--- src/rtl/pipe_hazard_ctrl.sv ---
// Pipeline hazard controller: turns load-use, branch, jump, multiply/divide
// and external-freeze conditions into per-register flush/load/hold controls
// and a PC enable. It also keeps a saturating count of bubble cycles.
//
// state   | meaning
// --------+----------------------------------------------------------------
// RUN     | normal issue; hazards are resolved by priority each cycle
// MD_BUSY | multiply/divide in flight; front end held until md_cnt reaches 0
module pipe_hazard_ctrl #(
   parameter int MD_LAT = 4,
   parameter int SCNT_W = 16
) (
   input  logic              clk,
   input  logic              reset,
   input  logic [4:0]        ID_Rs,
   input  logic [4:0]        ID_Rt,
   input  logic              ID_UsesRs,
   input  logic              ID_UsesRt,
   input  logic              ID_Jump,
   input  logic              EX_MemRead,
   input  logic [4:0]        EX_WriteReg,
   input  logic              EX_BranchTaken,
   input  logic              EX_MDStart,
   input  logic              Freeze,
   output logic [1:0]        IFID_cond,
   output logic [1:0]        IDEX_cond,
   output logic [1:0]        EXMEM_cond,
   output logic              PC_write,
   output logic              MD_done,
   output logic [1:0]        state,
   output logic [SCNT_W-1:0] stall_count
);

   typedef enum logic [1:0] {
      RUN     = 2'd0,
      MD_BUSY = 2'd1
   } state_t;

   localparam logic [1:0] C_FLUSH = 2'd0;
   localparam logic [1:0] C_LOAD  = 2'd1;
   localparam logic [1:0] C_HOLD  = 2'd2;
   localparam logic [3:0] MD_INIT = 4'(MD_LAT - 1);

   state_t          state_q;
   state_t          state_d;
   logic [3:0]      md_cnt;
   logic [3:0]      md_cnt_d;
   logic [1:0]      stall_inc;
   logic [SCNT_W:0] stall_sum;
   logic            load_use;

   // A load whose destination is a live source of the ID instruction;
   // r0 is hard-wired so it never creates a dependency.
   assign load_use = EX_MemRead && (EX_WriteReg != 5'd0) &&
                     ((ID_UsesRs && (ID_Rs == EX_WriteReg)) ||
                      (ID_UsesRt && (ID_Rt == EX_WriteReg)));

   assign state     = state_q;
   assign stall_sum = {1'b0, stall_count} + {{(SCNT_W-1){1'b0}}, stall_inc};

   // State, multiply/divide countdown and saturating stall statistics.
   always_ff @(posedge clk or negedge reset) begin
      if (!reset) begin
         state_q     <= RUN;
         md_cnt      <= 4'd0;
         stall_count <= '0;
      end else begin
         state_q     <= state_d;
         md_cnt      <= md_cnt_d;
         stall_count <= stall_sum[SCNT_W] ? '1 : stall_sum[SCNT_W-1:0];
      end
   end

   // Next state and zero-latency pipeline controls; reset forces all low.
   always_comb begin
      state_d    = state_q;
      md_cnt_d   = md_cnt;
      stall_inc  = 2'd0;
      IFID_cond  = C_LOAD;
      IDEX_cond  = C_LOAD;
      EXMEM_cond = C_LOAD;
      PC_write   = 1'b1;
      MD_done    = 1'b0;

      case (state_q)
         RUN: begin
            if (Freeze) begin
               IFID_cond  = C_HOLD;
               IDEX_cond  = C_HOLD;
               EXMEM_cond = C_HOLD;
               PC_write   = 1'b0;
            end else if (EX_BranchTaken) begin
               // Two wrong-path instructions are squashed, hence the +2.
               IFID_cond  = C_FLUSH;
               IDEX_cond  = C_FLUSH;
               stall_inc  = 2'd2;
            end else if (EX_MDStart) begin
               IFID_cond  = C_HOLD;
               IDEX_cond  = C_HOLD;
               EXMEM_cond = C_FLUSH;
               PC_write   = 1'b0;
               stall_inc  = 2'd1;
               state_d    = MD_BUSY;
               md_cnt_d   = MD_INIT;
            end else if (load_use) begin
               IFID_cond  = C_HOLD;
               IDEX_cond  = C_FLUSH;
               PC_write   = 1'b0;
               stall_inc  = 2'd1;
            end else if (ID_Jump) begin
               IFID_cond  = C_FLUSH;
            end
         end
         MD_BUSY: begin
            if (Freeze) begin
               IFID_cond  = C_HOLD;
               IDEX_cond  = C_HOLD;
               EXMEM_cond = C_HOLD;
               PC_write   = 1'b0;
            end else if (md_cnt != 4'd0) begin
               IFID_cond  = C_HOLD;
               IDEX_cond  = C_HOLD;
               EXMEM_cond = C_FLUSH;
               PC_write   = 1'b0;
               stall_inc  = 2'd1;
               md_cnt_d   = md_cnt - 4'd1;
            end else begin
               MD_done    = 1'b1;
               state_d    = RUN;
            end
         end
         default: begin
            // Unreachable encodings: hold the pipe for one edge and recover.
            IFID_cond  = C_HOLD;
            IDEX_cond  = C_HOLD;
            EXMEM_cond = C_HOLD;
            PC_write   = 1'b0;
            state_d    = RUN;
            md_cnt_d   = 4'd0;
         end
      endcase

      if (!reset) begin
         IFID_cond  = C_FLUSH;
         IDEX_cond  = C_FLUSH;
         EXMEM_cond = C_FLUSH;
         PC_write   = 1'b0;
         MD_done    = 1'b0;
      end
   end

endmodule

--- config.mk ---
export PLATFORM = sky130hd
export DESIGN_NAME = pipe_hazard_ctrl
export DESIGN_NICKNAME = d
export VERILOG_FILES = /design/src/rtl/pipe_hazard_ctrl.sv
export SDC_FILE = /design/constraint.sdc
export NUM_CORES = 1
export LEC_CHECK = 0
export CELL_PAD_IN_SITES_DETAIL_PLACEMENT = 0
export CELL_PAD_IN_SITES_GLOBAL_PLACEMENT = 1
export CORE_MARGIN = 1
export CORE_UTILIZATION = 37
export CTS_BUF_LIST = sky130_fd_sc_hd__clkbuf_2
export DETAILED_ROUTE_END_ITERATION = 8
export GPL_TIMING_DRIVEN = 0
export PLACE_DENSITY_LB_ADDON = 0.1
export SYNTH_ARGS = -nofsm -noshare
export SYNTH_HDL_FRONTEND = slang
export SYNTH_SLANG_ARGS = --single-unit
--- constraint.sdc ---
create_clock -name clk -period 8.85 [get_ports clk]
set_input_delay 1.77 -clock clk [delete_from_list [all_inputs] [get_ports clk]]
set_output_delay 1.77 -clock clk [all_outputs]
set_load 0.05 [all_outputs]
# Word level (Yosys, flattened, before mapping)
# Cells that the tools add are included.
[word_totals]
regBits = 22
latchBits = 0
ram_bits = 0
mem_bits_ro = 0
memories = 0
[op_classes]
add_sub_neg = 2
mul = 0
n_div = 0
n_lt_le_gt_ge = 0
n_eq_ne = 9
shifts = 0
muxes = 52
bitwise = 0
reduce_logical = 10
[ops]
columns = ["cell", "count"]
rows = [
  ["two-way mux 2 bit", 21],
  ["two-way mux 4 bit", 5],
  ["case mux 2 bit (2 select lines)", 5],
  ["two-way mux 1 bit", 18],
  ["adder 16 x 2 -> 17 bit", 1],
  ["two-way mux 16 bit", 1],
  ["inequality test 2 bit, second input constant", 6],
  ["equality test 5 bit", 2],
  ["AND reduction 5 bit", 2],
  ["case mux 4 bit (2 select lines)", 1],
  ["nonzero test 5 bit", 1],
  ["logical AND 1 bit", 4],
  ["nonzero test 4 bit", 1],
  ["subtractor 4 x 1 -> 4 bit, second input constant", 1],
  ["equality test 2 x 1 -> 1 bit, second input constant", 1],
  ["logical NOT 2 bit", 1],
  ["case mux 1 bit (2 select lines)", 1],
  ["logical OR 1 bit", 1],
]

# Depth between registers and ports, before layout
# Gate-level depths: netlist of the first run.
[depth]
depth_word = 11
mapped_depth = 12
ltp_nobuf = 12

# Worst setup path before layout of the first run
# OpenSTA, ideal clock, no wires.
[synth_path]
path_kind = "input-to-output"
from = "input EX_MDStart"
to = "output PC_write"
arrival_time_ns = 4.085
slack_ns = 2.995
cell_stages = 4
cell_sequence = "nor2b_1 > mux2_2 > nor2_1 > a21boi_0"
[synth_between]
elab_chain_len = 5
[synth_lines]
columns = ["element", "line", "text"]
rows = [
  ["start: declaration", "23", "input logic EX_MDStart,"],
  ["two-way mux 1 bit", "97", "end else if (EX_MDStart) begin"],
  ["two-way mux 1 bit", "92", "end else if (EX_BranchTaken) begin"],
  ["two-way mux 1 bit", "87", "if (Freeze) begin"],
  ["case mux 1 bit (2 select lines)", "85", "case (state_q)"],
  ["two-way mux 1 bit", "143", "if (!reset) begin"],
  ["end: declaration", "28", "output logic PC_write,"],
]
# No other way between the ends.

# Worst setup path in the final report of the first run
[layout_path]
from = "input reset"
to = "output IFID_cond[0]"
[layout_between]
elab_chain_len = 1
[layout_lines]
columns = ["element", "line", "text"]
rows = [
  ["start: declaration", "14", "input logic reset,"],
  ["two-way mux 2 bit", "143", ""],
  ["end: declaration", "25", "output logic [1:0] IFID_cond,"],
]
# No other way between the ends.

==> results of run 1 <==
[power by group through the flow]
stage / sequential [uW] / clock, uW / combinational [uW]
6_report: 159 / 41.2 / 229
5_1_grt: 163 / 46.5 / 249
4_1_cts: 158 / 43.5 / 232
3_5_place_dp: 159 / 0 / 231
3_3_place_gp: 157 / 0 / 226
2_1_floorplan: 223 / 0 / 86.0
[metal layers]
| layer | GRT usage (%) | up-vias |
|---|---|---|
| li1 | - | 658 |
| met1 | 21.47 | 633 |
| met2 | 33.51 | 25 |
| met3 | 2.857 | 2 |
| met4 | 5.398 | 0 |
| met5 | 0 | - |
[sequential cells by signal (all words and copies together), names as in the netlist]
name	count
state	1
stall_count	16
md_cnt	4
[final cells by class]
class,instances,area (sq um),area share (%)
buffer,4,26.28,1.338
sequential,21,525.5,26.77
inverter,7,26.28,1.338
clock buffer,3,15.01,0.7648
tap,48,60.06,3.059
timing repair buffer,47,470.5,23.96
multi-input combinational,122,834.6,42.51
clock inverter,1,5.005,0.2549
[kinds of logic after synthesis]
logic type / count (synthesis) / share of synthesized area [%]
other cells: 1 / 0.2655
flops: 21 / 37.20
xor+xnor: 19 / 11.78
compound gates: 30 / 14.17
fa+ha+maj: 5 / 4.960
mux: 4 / 3.188
buf+inv: 11 / 3.721
simple gates: 63 / 24.71
[stage by stage]
step / cells / hold WS, ps / setup WS (ps) / utilization, % / cell area, sq um
3_5_place_dp: 249 / 556.9 / 2188 / 53.08 / 1943
3_3_place_gp: 249 / 535.1 / 2265 / 53.08 / 1943
4_1_cts: 253 / 603.4 / 2194 / 53.62 / 1963
2_1_floorplan: 154 / 524.6 / 2995 / - / 1413
6_report: 253 / 596.1 / 2235 / 53.62 / 1963
5_1_grt: 253 / 628.1 / 1982 / 53.62 / 1963
[cell usage after synthesis (2+ instances only)]
cell type,n
xnor2_1,15
mux2_2,4
a22oi_1,2
nor4_1,2
and2_1,2
a21oi_1,3
nor4b_1,2
ha_1,4
o21ai_0,7
dfrtp_1,21
nand4_1,7
inv_1,7
nor3b_1,2
nand3_1,3
a21o_1,3
nor2b_1,3
xor2_1,4
a31oi_1,4
nand2_1,21
nor3_1,2
clkbuf_1,2
nor2_1,8
a22o_1,2
a41oi_1,2
[worst max-delay path by stage]
stage / endpoint / slack [ps] / cells after the start
after floorplan: PC_write / 3000 / 4
after global placement: IDEX_cond[0] / 2270 / 6
after global routing: IFID_cond[0] / 1980 / 6
after detailed placement: IFID_cond[0] / 2190 / 6
final: IFID_cond[0] / 2240 / 6
after CTS: IFID_cond[0] / 2190 / 6
[worst max-delay path: cells and delay by family]
family	cells	cell delay, ps
compound gates	2	710
buf+inv	2	2060
simple gates	2	300
==> metrics.csv, run 1 <==
metric,value,unit
core area,0.003661,sq mm
largest net degree at the start of global routing,26,
# diodes,0,
H-tree levels,1,
crit path kind,primary input to output pin,
ANT nets after route,0,
"Largest stage delay, worst path",1230,ps
Hold Crit Start,stall_count[9],
Comb pwr share,53.4,%
largest vdd supply drop,0.0001965,V
Fmax achieved,151.2,MHz
ratio of cells with drive above 1 in the final layout,6.829,%
unrepaired setup endpoints after global routing,false,
arrival time worst endpoint,4840,ps
share of the synthesized area in the top cell type,37.20,%
reg2reg path depth,12,
Hold Path End,stall_count[9],
fillers,362,
Overall Global Routing Usage,18.20,%
Die ar.,0.004069,sq mm
Synth Register Bits,21,
Post-DP HPWL,2602,um
CTS tree,done,
Post-Route WL,3468,um
startpoint types,primary input,
Int Pwr,224.2,uW
DR WL met2,1763,um
IO buf count,47,
io pins,50,
Wirelength per Cell,13.71,um
num rows,22,
sequential share of power,37.0,%
worst-margin pin slew,1145,ps
Reg2Reg Setup Slack,5660,ps
via count of the first global-routing pass,1274,
Max Slew Vio Count,0,
CP Launch Point,reset,
initial antenna violation count,0,
clock share of power,9.6,%
DRT Pass-1 Iters,4,
Critical Path Sink Type,output pin,
DRC,0,
Vias,1318,
Hold Crit Depth,2,
Netlist Area Pre-Place,0.001413,sq mm
clock skew,16.33,ps
Resized cells post-CTS,0,
Gate Count Post-Synth,154,
Clock Tree Root,clkbuf_2,
Die Height,63.79,um
Starting Density,38.59,%
Post-synth ARST share,100.0,%
RR Endpoint,stall_count[12],
clock buffer depth,2,
Hold Buf Count CTS,0,
TritonCTS Buffers,3,
setup TNS,0,ps
grt total ovfl,0,
Final min period,6615,ps
wl on met1,1569,um
Hold Crit Class,register to register,
Pwr Total,429.3,uW
Iter 0 DRT Violations,68,
top sig layer,met4,
crit-path cells,"clkdlybuf4s50_1, nand2b_1, a211oi_1, nand2_1, o21ai_0, clkdlybuf4s50_1",
Yosys top cell by area,dfrtp_1,
ranking of synthesized cells by area,"dfrtp_1 37%, xnor2_1 9.3%, nand2_1 5.6%",
clk sink count,21,
# setup viols final,0,
Worst slew margin,23.42,%
Area Growth Syn to Fin,38.97,%
synth unique cells,46,
ys flop type,dfrtp_1,
Mapped Nets,183,
fin crit share,74.74,%
most frequent cells in the layout,"47 x clkdlybuf4s50_1, 21 x nand2_1, 21 x dfrtp_1, 15 x xnor2_1, 8 x nor2_1",
Synthesis Warnings,0,
Post-CTS Setup Bufs,0,
met3 routed WL,112,um
Crit Path Max Fanout,25,
total of max-cap violations,0,
post-synthesis sequential area ratio,37.20,%
first-pass GRT wire length,5830,um
CP dominant cell by count,clkdlybuf4s50_1,
"EDFF count, synth",0,
"commonest non-fill, non-tap cell in the layout",clkdlybuf4s50_1,
run status,completed,
critical path data required time,7080,ps
final hold vios,0,
Vias/cell,5.209,
Clock Pin Slew Worst Setup and Hold Paths,200,ps
Sw Pwr,205.0,uW
Pwr per Cell Area,218.7,mW/mm^2
die width,63.79,um
Slowest cell on crit path,clkdlybuf4s50_1,
Lkg Pwr,0.0008034,uW
RD Place Congestion,0.7855,
Switching Share,47.77,%
post-layout net count,235,
Syn Area/Cell,9.173,sq um
Critical R2R Launch,md_cnt[0],
Worst-Skew Late Latency,330,ps
Power figures use the tool's default switching activity.
==> run 2, diff against run 1 <==
--- a/config.mk
+++ b/config.mk
@@ -8,7 +8,7 @@
 export CELL_PAD_IN_SITES_DETAIL_PLACEMENT = 0
 export CELL_PAD_IN_SITES_GLOBAL_PLACEMENT = 1
 export CORE_MARGIN = 1
-export CORE_UTILIZATION = 37
+export CORE_UTILIZATION = 34
 export CTS_BUF_LIST = sky130_fd_sc_hd__clkbuf_2
 export DETAILED_ROUTE_END_ITERATION = 8
 export GPL_TIMING_DRIVEN = 0
==> constraint.sdc (replaced) <==
create_clock -name clk -period 6.1 [get_ports clk]
set_input_delay 1.22 -clock clk [delete_from_list [all_inputs] [get_ports clk]]
set_output_delay 1.22 -clock clk [all_outputs]
set_load 0.05 [all_outputs]
==> metrics.csv, run 2 (same netlist as run 1, synthesis figures left out) <==
metric,value,unit,change
run status,completed,,unchanged
max reg flops,16,,unchanged
arrival time worst endpoint,4210,ps,was 4840 ps
Pwr Total,625.4,uW,was 429.3 uW
RR Endpoint,stall_count[1],,was stall_count[12]
final instance area,0.001966,sq mm,was 0.001963 sq mm
crit path kind,primary input to output pin,,unchanged
Post-Route WL,3516,um,was 3468 um
Worst-Skew Late Latency,330,ps,about the same
final core occ,49.14,%,was 53.62%
post-place instance area,0.001946,sq mm,was 0.001943 sq mm
DRC,0,,unchanged
Resized cells post-CTS,0,,unchanged
DRT Pass-1 Iters,4,,unchanged
IO buf count,47,,unchanged
final hold vios,0,,unchanged
most frequent cells in the layout,"47 x clkdlybuf4s50_1, 21 x nand2_1, 21 x dfrtp_1, 15 x xnor2_1, 8 x nor2_1",,unchanged
capture point of the worst path,IDEX_cond[0],,was IFID_cond[0]
Final min period,5429,ps,
num rows,23,,was 22
Post-DP HPWL,2730,um,was 2602 um
Area Growth Syn to Fin,39.15,%,was 38.97%
clock buffer depth,2,,unchanged
Iter 0 DRT Violations,63,,was 68
Vias/cell,5.173,,was 5.209
core area,0.004000,sq mm,was 0.003661 sq mm
Slowest cell on crit path,clkdlybuf4s50_1,,unchanged
startpoint types,primary input,,unchanged
worst-margin pin slew,1075,ps,was 1145 ps
clock skew,1.910,ps,was 16.33 ps
die width,66.46,um,was 63.79 um
Pwr per Cell Area,318.2,mW/mm^2,was 218.7 mW/mm^2
Hold Buf Count CTS,0,,unchanged
largest vdd supply drop,0.0002670,V,was 0.0001965 V
Top delay family on crit path,buffers and inverters,,unchanged
Crit Path Max Fanout,25,,unchanged
ratio of cells with drive above 1 in the final layout,6.829,%,unchanged
via count of the first global-routing pass,1287,,"was 1,274"
"Most flops, register",stall_count,,unchanged
ANT nets after route,0,,unchanged
"Largest stage delay, worst path",1180,ps,was 1230 ps
reg2reg path depth,12,,unchanged
TritonCTS Buffers,3,,unchanged
grt total ovfl,0,,unchanged
Critical Path Sink Type,output pin,,unchanged
setup TNS,0,ps,unchanged
first-pass GRT wire length,5961,um,was 5830 um
CP Launch Point,reset,,unchanged
critical path data required time,4880,ps,was 7080 ps
Lkg Pwr,0.0008037,uW,was 0.0008034 uW
Clock Tree Root,clkbuf_2,,unchanged
Reg2Reg Setup Slack,2960,ps,was 5660 ps
"commonest non-fill, non-tap cell in the layout",clkdlybuf4s50_1,,unchanged
total of max-cap violations,0,,unchanged
Wirelength per Cell,13.79,um,was 13.71 um
io pins,50,,unchanged
Starting Density,35.31,%,was 38.59%
CTS tree,done,,unchanged
post-layout net count,235,,unchanged
instance count on the critical path,6,,unchanged
clk sink count,21,,unchanged
CP dominant cell by count,clkdlybuf4s50_1,,unchanged
unrepaired setup endpoints after global routing,false,,unchanged
crit-path cells,"clkdlybuf4s50_1, nand2b_1, a211oi_1, nand2_1, o21ai_0, clkdlybuf4s50_1",,unchanged
Fmax achieved,184.2,MHz,
largest net degree at the start of global routing,26,,unchanged
initial antenna violation count,0,,unchanged
WP buf/inv,2,,unchanged
Hold Crit Class,register to register,,unchanged
# diodes,0,,unchanged
Die Height,66.46,um,was 63.79 um
Vias,1319,,"was 1,318"
Worst slew margin,28.11,%,was 23.42%
fin crit share,89.01,%,
Overall Global Routing Usage,17.61,%,was 18.20%
Critical R2R Launch,md_cnt[0],,unchanged
Post-CTS Setup Bufs,0,,unchanged
# setup viols final,0,,unchanged
Clock Pin Slew Worst Setup and Hold Paths,200,ps,about the same
RD Place Congestion,0.7681,,was 0.7855
H-tree levels,1,,unchanged
Die ar.,0.004416,sq mm,was 0.004069 sq mm
Max Slew Vio Count,0,,unchanged
run 2: cell count changes in the layout (fill, tap and decap cells not counted):
cell,before,now
clkinv_2,1,0
clkbuf_2,3,4
run 2: cell type report:
type	instances	area, sq um
fillers	398	2034
multi-input cells	122	834.6
flip-flops and latches	21	525.5
repair buffers	47	470.5
well taps	50	62.56
plain buffers	4	26.28
inverters	7	26.28
clock buffers	4	20.02
run 2: how the worst min path moves through the flow:
stage,from,cells past startpoint,slack (ps),to
global placement,stall_count[9],2,540,stall_count[9]
finish,stall_count[9],2,590,stall_count[9]
floorplan,md_cnt[2],2,520,md_cnt[2]
detailed placement,stall_count[8],2,550,stall_count[8]
global route,stall_count[9],2,640,stall_count[9]
CTS,stall_count[9],2,600,stall_count[9]
run 2: tightest hold or removal path: cells and delay by family (launching register included):
family,cells,cell delay [ps]
AND/OR/NAND/NOR,1,60
flip-flops,1,430
XOR/XNOR,1,80
run 2: per-stage QoR:
stage	setup slack [ps]	hold WS, ps	cells
floorplan	1345	524.6	154
global placement	642.2	535.1	251
detailed placement	583.8	553.2	251
CTS	583.6	602.6	255
global route	295.3	643.6	255
finish	670.5	592.5	255
run 2: routing by layer:
metal  vias to the layer above  share of wire (%)  global-route usage, %
met5                         -                  0                      0
met4                         0               0.63                  3.191
met3                         4                4.4                  3.938
met2                        27                 50                  30.99
met1                       631                 45                  22.08
li1                        657                  -                      -
run 2: where the power goes:
part,switching [uW],internal [uW]
clock,44.3,17.3
combinational,204,131
sequential,48.8,180
total,297,328
==> run 3, diff against run 2 <==
--- a/config.mk
+++ b/config.mk
@@ -7,7 +7,6 @@
 export LEC_CHECK = 0
 export CELL_PAD_IN_SITES_DETAIL_PLACEMENT = 0
 export CELL_PAD_IN_SITES_GLOBAL_PLACEMENT = 1
-export CORE_MARGIN = 1
 export CORE_UTILIZATION = 34
 export CTS_BUF_LIST = sky130_fd_sc_hd__clkbuf_2
 export DETAILED_ROUTE_END_ITERATION = 8
==> results of run 3 <==
Same layout as run 2: the final DEF is identical, and so are final timing and power.
